`src/rtl/kbd_spi_matrix_pkg.sv`:
```
// kbd_spi_matrix_pkg: shared encodings and sizes for the keyboard SPI matrix receiver
package kbd_spi_matrix_pkg;
  typedef enum logic [1:0] {
    WAIT_HIGH = 2'd0,
    IDLE      = 2'd1,
    SHIFT     = 2'd2
  } state_t;
  localparam int CTRL_RST   = 0;
  localparam int CTRL_MAGIC = 1;
  localparam int CTRL_TURBO = 2;
  localparam int FRAME_LEN  = 48;
  localparam int ROW_W      = 5;
  localparam int ROWS       = 8;
  localparam int SETTLE_CYC = 3;
endpackage

```
`src/rtl/kbd_spi_matrix_if.sv`:
```
// kbd_spi_matrix_if: SPI link, CPU row select and matrix/control outputs
interface kbd_spi_matrix_if;
  logic       KBD_CLK;
  logic       KBD_CS;
  logic       KBD_DI;
  logic [7:0] A_HI;
  logic [4:0] KEYS;
  logic [7:0] CTRL;
  logic       FRAME_OK;
  logic       FRAME_ERR;
  modport master (output KBD_CLK, KBD_CS, KBD_DI, A_HI, input KEYS, CTRL, FRAME_OK, FRAME_ERR);
  modport slave  (input KBD_CLK, KBD_CS, KBD_DI, A_HI, output KEYS, CTRL, FRAME_OK, FRAME_ERR);
endinterface

```
`src/rtl/kbd_spi_matrix_sync_edge.sv`:
```
// kbd_sync_edge: 2-flop synchroniser (reset high) plus one delay flop for edge detection
module kbd_sync_edge (
  input  logic clk,
  input  logic rst,
  input  logic d_i,
  output logic q_o,
  output logic rise_o,
  output logic fall_o
);
  logic [2:0] s_q;
  // shift the async input through two sync stages and one history stage
  always_ff @(posedge clk or posedge rst) begin
    if (rst) s_q <= 3'b111;
    else s_q <= {s_q[1:0], d_i};
  end
  assign q_o    = s_q[1];
  assign rise_o = s_q[1] & ~s_q[2];
  assign fall_o = ~s_q[1] & s_q[2];
endmodule

```
`src/rtl/kbd_spi_matrix.sv`:
```
// kbd_spi_matrix: SPI-slave frame receiver holding the ZX key matrix and control byte
module kbd_spi_matrix
  import kbd_spi_matrix_pkg::*;
#(
  parameter int FRAME_BITS  = FRAME_LEN,
  parameter int TIMEOUT_CYC = 14000
) (
  input logic CLK_14MHZ,
  input logic RESET,
  kbd_spi_matrix_if.slave bus
);
  logic sclk_s, sclk_rise, sclk_fall, cs_s, cs_rise, cs_fall, di_s, di_rise, di_fall;
  logic unused_edges;
  state_t state_q, state_d;
  logic [5:0] bit_q, bit_d;
  logic [13:0] to_q, to_d;
  logic [FRAME_LEN-1:0] shift_q, shift_d;
  logic [ROWS*ROW_W-1:0] mat_q;
  logic [7:0] ctrl_q;
  logic ok_q, ok_d, err_q, err_d;
  logic [4:0] keys;
  kbd_sync_edge u_sclk (.clk(CLK_14MHZ), .rst(RESET), .d_i(bus.KBD_CLK), .q_o(sclk_s), .rise_o(sclk_rise), .fall_o(sclk_fall));
  kbd_sync_edge u_cs   (.clk(CLK_14MHZ), .rst(RESET), .d_i(bus.KBD_CS),  .q_o(cs_s),   .rise_o(cs_rise),   .fall_o(cs_fall));
  kbd_sync_edge u_di   (.clk(CLK_14MHZ), .rst(RESET), .d_i(bus.KBD_DI),  .q_o(di_s),   .rise_o(di_rise),   .fall_o(di_fall));
  assign unused_edges = ^{sclk_s, sclk_fall, di_rise, di_fall};
  // frame FSM; a same-cycle SCLK and CS rise shifts the bit before the count is judged.
  // WAIT_HIGH also waits for CS to read high for SETTLE_CYC cycles, because the
  // synchroniser comes out of reset reading high even when the pin is held low
  always_comb begin
    state_d = state_q;
    bit_d   = bit_q;
    to_d    = to_q;
    shift_d = shift_q;
    ok_d    = 1'b0;
    err_d   = 1'b0;
    case (state_q)
      WAIT_HIGH: begin
        to_d = cs_s ? to_q + 14'd1 : '0;
        if (cs_s && to_q == 14'(SETTLE_CYC - 1)) begin
          state_d = IDLE;
          to_d    = '0;
        end
      end
      IDLE: if (cs_fall) begin
        state_d = SHIFT;
        bit_d   = '0;
        to_d    = '0;
      end
      SHIFT: begin
        if (sclk_rise) begin
          shift_d = {shift_q[FRAME_LEN-2:0], di_s};
          bit_d   = (bit_q == 6'd63) ? bit_q : bit_q + 6'd1;
          to_d    = '0;
        end else to_d = (to_q == 14'(TIMEOUT_CYC)) ? to_q : to_q + 14'd1;
        if (cs_rise) begin
          state_d = IDLE;
          ok_d    = bit_d == 6'(FRAME_BITS);
          err_d   = bit_d != 6'(FRAME_BITS);
        end else if (to_q == 14'(TIMEOUT_CYC)) begin
          state_d = WAIT_HIGH;
          err_d   = 1'b1;
          to_d    = '0;
        end
      end
      default: state_d = WAIT_HIGH;
    endcase
  end
  // state, counters, shift register and the committed matrix/control image
  always_ff @(posedge CLK_14MHZ or posedge RESET) begin
    if (RESET) begin
      state_q <= WAIT_HIGH;
      bit_q   <= '0;
      to_q    <= '0;
      shift_q <= '0;
      mat_q   <= '1;
      ctrl_q  <= '0;
      ok_q    <= 1'b0;
      err_q   <= 1'b0;
    end else begin
      state_q <= state_d;
      bit_q   <= bit_d;
      to_q    <= to_d;
      shift_q <= shift_d;
      ok_q    <= ok_d;
      err_q   <= err_d;
      if (ok_d) begin
        mat_q  <= shift_d[ROWS*ROW_W-1:0];
        ctrl_q <= shift_d[FRAME_LEN-1:FRAME_LEN-8];
      end
    end
  end
  // AND together every row whose address line is low; nothing selected reads all released
  always_comb begin
    keys = '1;
    for (int r = 0; r < ROWS; r++) if (!bus.A_HI[r]) keys = keys & mat_q[ROW_W*r +: ROW_W];
  end
  assign bus.KEYS      = keys;
  assign bus.CTRL      = ctrl_q;
  assign bus.FRAME_OK  = ok_q;
  assign bus.FRAME_ERR = err_q;
endmodule

```
`src/flat_wrapper.sv`:
```
// flat-port wrapper written by rule: the top's interface ports become plain ports
module kbd_spi_matrix_flat import kbd_spi_matrix_pkg::*;
#(
  parameter int FRAME_BITS  = FRAME_LEN,
  parameter int TIMEOUT_CYC = 14000
)
  (CLK_14MHZ, RESET, bus_KBD_CLK, bus_KBD_CS, bus_KBD_DI, bus_A_HI, bus_KEYS, bus_CTRL, bus_FRAME_OK, bus_FRAME_ERR);
  kbd_spi_matrix_if bus_i ();
  input logic CLK_14MHZ;
  input logic RESET;
  input wire logic [$bits(bus_i.KBD_CLK)-1:0] bus_KBD_CLK;
  input wire logic [$bits(bus_i.KBD_CS)-1:0] bus_KBD_CS;
  input wire logic [$bits(bus_i.KBD_DI)-1:0] bus_KBD_DI;
  input wire logic [$bits(bus_i.A_HI)-1:0] bus_A_HI;
  output wire logic [$bits(bus_i.KEYS)-1:0] bus_KEYS;
  output wire logic [$bits(bus_i.CTRL)-1:0] bus_CTRL;
  output wire logic [$bits(bus_i.FRAME_OK)-1:0] bus_FRAME_OK;
  output wire logic [$bits(bus_i.FRAME_ERR)-1:0] bus_FRAME_ERR;
  assign bus_i.KBD_CLK = bus_KBD_CLK;
  assign bus_i.KBD_CS = bus_KBD_CS;
  assign bus_i.KBD_DI = bus_KBD_DI;
  assign bus_i.A_HI = bus_A_HI;
  assign bus_KEYS = bus_i.KEYS;
  assign bus_CTRL = bus_i.CTRL;
  assign bus_FRAME_OK = bus_i.FRAME_OK;
  assign bus_FRAME_ERR = bus_i.FRAME_ERR;
  kbd_spi_matrix #(.FRAME_BITS(FRAME_BITS), .TIMEOUT_CYC(TIMEOUT_CYC)) u_core (.CLK_14MHZ(CLK_14MHZ), .RESET(RESET), .bus(bus_i));
endmodule
```
`config.mk`:
```
export PLATFORM = sky130hd
export DESIGN_NAME = kbd_spi_matrix_flat
export DESIGN_NICKNAME = d
export VERILOG_FILES = /design/src/rtl/kbd_spi_matrix_pkg.sv /design/src/rtl/kbd_spi_matrix_if.sv /design/src/rtl/kbd_spi_matrix_sync_edge.sv /design/src/rtl/kbd_spi_matrix.sv /design/src/flat_wrapper.sv
export SDC_FILE = /design/constraint.sdc
export NUM_CORES = 1
export LEC_CHECK = 0
export ABC_AREA = 1
export BUFFER_PORTS_ARGS = -buffer_cell sky130_fd_sc_hd__clkbuf_2
export CAP_MARGIN = 30
export CORE_ASPECT_RATIO = 0.75
export CORE_MARGIN = 4
export CORE_UTILIZATION = 60
export DETAILED_ROUTE_END_ITERATION = 7
export GPL_ROUTABILITY_DRIVEN = 0
export PLACE_DENSITY = 0.89
export SLEW_MARGIN = 10
export SYNTH_ARGS = -nofsm -noshare
export SYNTH_HDL_FRONTEND = slang
export SYNTH_SLANG_ARGS = --single-unit
```
`constraint.sdc`:
```
create_clock -name CLK_14MHZ -period 4.3 [get_ports CLK_14MHZ]
set_input_delay 0.43 -clock CLK_14MHZ [delete_from_list [all_inputs] [get_ports CLK_14MHZ]]
set_output_delay 0.43 -clock CLK_14MHZ [all_outputs]
set_load 0.005 [all_outputs]
```
==> key figures <==
Global route
  • Pin count of the biggest net entering global routing: 71
  • Met1 global-route usage: 36.1%
  • Vias in the first global route: 5091
  • Overall overflow remaining after global route: 0
  • Number of antenna violations at the first check in global routing: 0
  • Layer with the highest usage after global routing: met2
  • Met2 Use GR: 44.2%
  • Global-route met3 utilization: 8.37%
  • Global-route wire length before repair: 24600 microns
  • Total global-route track usage: 27.8%

Setup path
  • Largest stage delay on the critical path: 0.73 ns
  • Kind of capture point of the worst setup path: flip-flop
  • Slowest stage cell, crit path: sky130_fd_sc_hd__nor2_1
  • Critical Path Fanout Max: 15
  • Critical path buffer and inverter count: 3
  • Classification of the worst setup path: reg2reg
  • Critical Path Source Type: flip-flop
  • Worst path cell trace: inv_1 > ha_1 > inv_1 > a21oi_1 > nor2_1 > inv_1 > nor2_1 > nand2_1 > o21ai_0 > nand2_1 > nor2_1
  • Arrival time at the worst endpoint: 3.05 ns
  • Data required time of the critical path: 4.65 ns
  • Worst path top cell family by delay: simple AND/OR/NAND/NOR gates

Floorplan
  • Number of cell rows: 31
  • Starting Density: 61.5%
  • Core area: 9660 sq um
  • Height of the die: 94.1 microns
  • Io pins: 28
  • X dimension of the die: 123 microns
  • Die outline area: 11600 sq um

Clock network
  • Number of buffers added for setup after CTS: 0
  • Count of hold-fix buffers inserted at cts: 0
  • Worst-path clk slew: 0.05 ns
  • Worst skew pair latency: 0.42 ns
  • Buffers from clock root to sink, at most: 2
  • Clock Root Buffer: sky130_fd_sc_hd__clkbuf_16
  • Inserted Clock Buffers: 17
  • Quantity of gates resized following cts: 0
  • CTS H-tree depth: 4
  • Number of clock sinks: 128
  • Clock tree from TritonCTS: built

Timing
  • Final worst path period share: 62.7%
  • Max-slew violation total from the final report: 0
  • Tightest Pin Transition: 0.928 ns
  • Peak Freq: 371 MHz
  • Setup violations, final: 0
  • Least setup slack across all paths after layout: 1.60 ns
  • Max Clock Skew: 0.00567 ns
  • Min Tclk post-route: 2.70 ns
  • Setup repair after global routing missed its margin: false
  • Worst slew margin relative to its limit: 37.9%
  • Final hold violations: 0
  • Post-route setup TNS: 0 ns

Cells and area
  • Total number of nets in the final design: 698
  • Synth-to-layout area growth: 14.8%
  • Diode insertion count for antenna repair: 0
  • Fill cells: 636
  • Fraction of layout cells with a size suffix above 1: 21.8%

Logic synthesis
  • Post-synth top cells: sky130_fd_sc_hd__nand2_1, sky130_fd_sc_hd__dfrtp_1, sky130_fd_sc_hd__inv_1, sky130_fd_sc_hd__nand4_1, sky130_fd_sc_hd__dfstp_2
  • Number of warnings issued by yosys: 0
  • Share of synthesized registers carrying an async set or reset: 100%
  • Top_reg_cell synth: sky130_fd_sc_hd__dfrtp_1
  • Leading cell type by number of instances after synthesis: sky130_fd_sc_hd__nand2_1
  • EDFF count, synth: 0
  • Number of instances in the synthesized netlist: 651
  • Number of register bits inferred by synthesis: 128
  • Cells taking the most area after synthesis: sky130_fd_sc_hd__dfrtp_1, sky130_fd_sc_hd__dfstp_2, sky130_fd_sc_hd__nand2_1
  • Portion of the post-synthesis area used by sequential elements: 55.0%
  • Proportion of netlist area held by the largest area contributor: 33.7%
  • Synth Cell Area: 5940 sq um
  • Cell type contributing the most total cell area after synthesis: sky130_fd_sc_hd__dfrtp_1
  • Total nets after synthesis: 674
  • Number of distinct library cells after synthesis: 30
  • Average size of a mapped cell: 9.12 sq um

Route
  • Violation count after the first detailed-routing iteration: 534
  • Post-route ant nets: 0
  • Detailed Routing Iterations Pass 1: 7
  • Total wire length: 14900 microns
  • Final routed DRC violation total: 0
  • Post-DR vias/cell: 6.17
  • Vias post-DR: 5061
  • Average routed wire per standard cell: 18.2 microns

Power
  • Leakage power: 3.40 nW
  • Peak supply drop: 0.327 mV
  • Pwr per Cell Area: 558 nW/um^2

Status
  • Result of the run: complete, no violations

Job
  • Max Cap Violations: 0

Placement
  • Dpl hpwl: 9330 microns
  • Worst slack after detailed placement: 1.78 ns
  • Number of buffers added on ports: 27

Hold path
  • Kind of path behind the tightest hold check: in2async
where the power goes:
group	switching (W)	total, W	internal (W)
clock	0.000525	0.00150	0.000977
sequential	0.000110	0.00149	0.00138
combinational	0.000588	0.000814	0.000226
total	0.00122	0.00380	0.00258
worst reg2reg max path: stages (launching register included):
cell and delay [ns]:
sky130_fd_sc_hd__dfrtp_1 0.42, sky130_fd_sc_hd__inv_1 0.12, sky130_fd_sc_hd__ha_1 0.21, sky130_fd_sc_hd__inv_1 0.07, sky130_fd_sc_hd__a21oi_1 0.08, sky130_fd_sc_hd__nor2_1 0.73
sky130_fd_sc_hd__inv_1 0.34, sky130_fd_sc_hd__nor2_1 0.21, sky130_fd_sc_hd__nand2_1 0.10, sky130_fd_sc_hd__o21ai_0 0.17, sky130_fd_sc_hd__nand2_1 0.07, sky130_fd_sc_hd__nor2_1 0.10
per-stage QoR:
step | area [sq um] | total power, W | hold slack [ns] | util [%] | cells
2_1_floorplan | 5940 | 0.00204 | 0.345 | - | 651
3_3_place_gp | 6140 | 0.00220 | 0.348 | 63.6 | 786
3_5_place_dp | 6200 | 0.00226 | 0.349 | 64.2 | 788
4_1_cts | 6810 | 0.00378 | 0.0215 | 70.5 | 820
5_1_grt | 6810 | 0.00397 | 0.0424 | 70.5 | 820
6_report | 6810 | 0.00380 | 0.0234 | 70.5 | 820
final timing paths:
| check | cells after the start | startpoint | slack, ns | end |
|---|---|---|---|---|
| worst max register to register | 11 | u_core.state_q[1] | 1.60 | u_core.to_q[11] |
| worst min register to register | 0 | u_core.u_cs.s_q[0] | 0.36 | u_core.u_cs.s_q[1] |
| worst max-delay path | 11 | u_core.state_q[1] | 1.60 | u_core.to_q[11] |
| min in group CLK_14MHZ | 1 | bus_KBD_CS | 0.09 | u_core.u_cs.s_q[0] |
| worst min-delay path | 2 | RESET | 0.02 | u_core.bit_q[0] |
| max in group asynchronous | 4 | RESET | 3.25 | u_core.mat_q[0] |
cell usage in the layout (no fill, tap or decap):
| cell | Yosys | routed |
|---|---|---|
| sky130_fd_sc_hd__nor3_1 | 11 | 11 |
| sky130_fd_sc_hd__inv_1 | 54 | 53 |
| sky130_fd_sc_hd__nor2_4 | 1 | 2 |
| sky130_fd_sc_hd__nor2_2 | 3 | 2 |
| sky130_fd_sc_hd__buf_16 | 0 | 2 |
| sky130_fd_sc_hd__nor4_1 | 5 | 5 |
| sky130_fd_sc_hd__clkbuf_16 | 0 | 17 |
| sky130_fd_sc_hd__clkinv_2 | 0 | 6 |
| sky130_fd_sc_hd__o221ai_1 | 2 | 2 |
| sky130_fd_sc_hd__o22ai_1 | 20 | 20 |
| sky130_fd_sc_hd__dfrtp_1 | 80 | 80 |
| sky130_fd_sc_hd__ha_2 | 0 | 1 |
| sky130_fd_sc_hd__nand2_1 | 180 | 179 |
| sky130_fd_sc_hd__a21oi_1 | 19 | 19 |
| sky130_fd_sc_hd__a31oi_1 | 1 | 1 |
| sky130_fd_sc_hd__inv_4 | 0 | 1 |
| sky130_fd_sc_hd__nor2_1 | 39 | 39 |
| sky130_fd_sc_hd__xnor2_1 | 1 | 1 |
| sky130_fd_sc_hd__bufinv_16 | 0 | 4 |
| sky130_fd_sc_hd__clkbuf_2 | 0 | 27 |
| sky130_fd_sc_hd__nand4_2 | 1 | 1 |
| sky130_fd_sc_hd__nand3b_1 | 1 | 1 |
| sky130_fd_sc_hd__dfstp_2 | 48 | 48 |
| sky130_fd_sc_hd__clkinvlp_4 | 0 | 2 |
| sky130_fd_sc_hd__nand2_2 | 0 | 1 |
| sky130_fd_sc_hd__o22a_1 | 2 | 2 |
| sky130_fd_sc_hd__ha_1 | 10 | 9 |
| sky130_fd_sc_hd__buf_4 | 1 | 6 |
| sky130_fd_sc_hd__mux2_2 | 26 | 26 |
| sky130_fd_sc_hd__o21ai_0 | 23 | 23 |
| sky130_fd_sc_hd__nand3_2 | 1 | 1 |
| sky130_fd_sc_hd__inv_2 | 2 | 2 |
| sky130_fd_sc_hd__xor2_1 | 5 | 5 |
| sky130_fd_sc_hd__nand3_1 | 32 | 32 |
| sky130_fd_sc_hd__nand4_1 | 54 | 54 |
| sky130_fd_sc_hd__clkbuf_1 | 15 | 2 |
| sky130_fd_sc_hd__clkbuf_8 | 0 | 1 |
logic make-up (layout without fill, tap and decap cells):
| kind of cell | count (synthesis) | after routing | synth area share [%] |
|---|---|---|---|
| compound gates | 67 | 67 | 6.35 |
| xor+xnor | 6 | 6 | 0.885 |
| fa+ha+maj | 10 | 10 | 2.11 |
| buf+inv | 86 | 123 | 6.05 |
| flops | 128 | 128 | 55.0 |
| mux | 26 | 26 | 4.93 |
| simple gates | 328 | 328 | 24.7 |
state kept, by name, summed over array words and instances, names as in the netlist:
register	cells
u_core.bit_q	6
u_core.bus.CTRL	8
u_core.bus.FRAME_ERR	1
u_core.bus.FRAME_OK	1
u_core.mat_q	40
u_core.shift_q	48
u_core.state_q	2
u_core.to_q	14
u_core.u_cs.s_q	3
u_core.u_di.s_q	2
u_core.u_sclk.s_q	3
routing by layer:
layer | vias to the layer above | wire, microns | part of all wire [%]
li1 | 2236 | - | -
met2 | 315 | 7190 | 48
met5 | - | 0 | 0
met3 | 64 | 1240 | 8.3
met1 | 2446 | 6020 | 40
met4 | 0 | 450 | 3.0
final cells by class:
| class | count | area (sq um) | area share, % |
|---|---|---|---|
| tap | 132 | 165 | 2.42 |
| multi-input combinational | 437 | 2320 | 34.1 |
| timing repair buffer | 35 | 235 | 3.45 |
| clock inverter | 12 | 165 | 2.42 |
| clock buffer | 20 | 447 | 6.56 |
| inverter | 56 | 213 | 3.12 |
| sequential | 128 | 3260 | 47.9 |
Power figures use the tool's default switching activity.
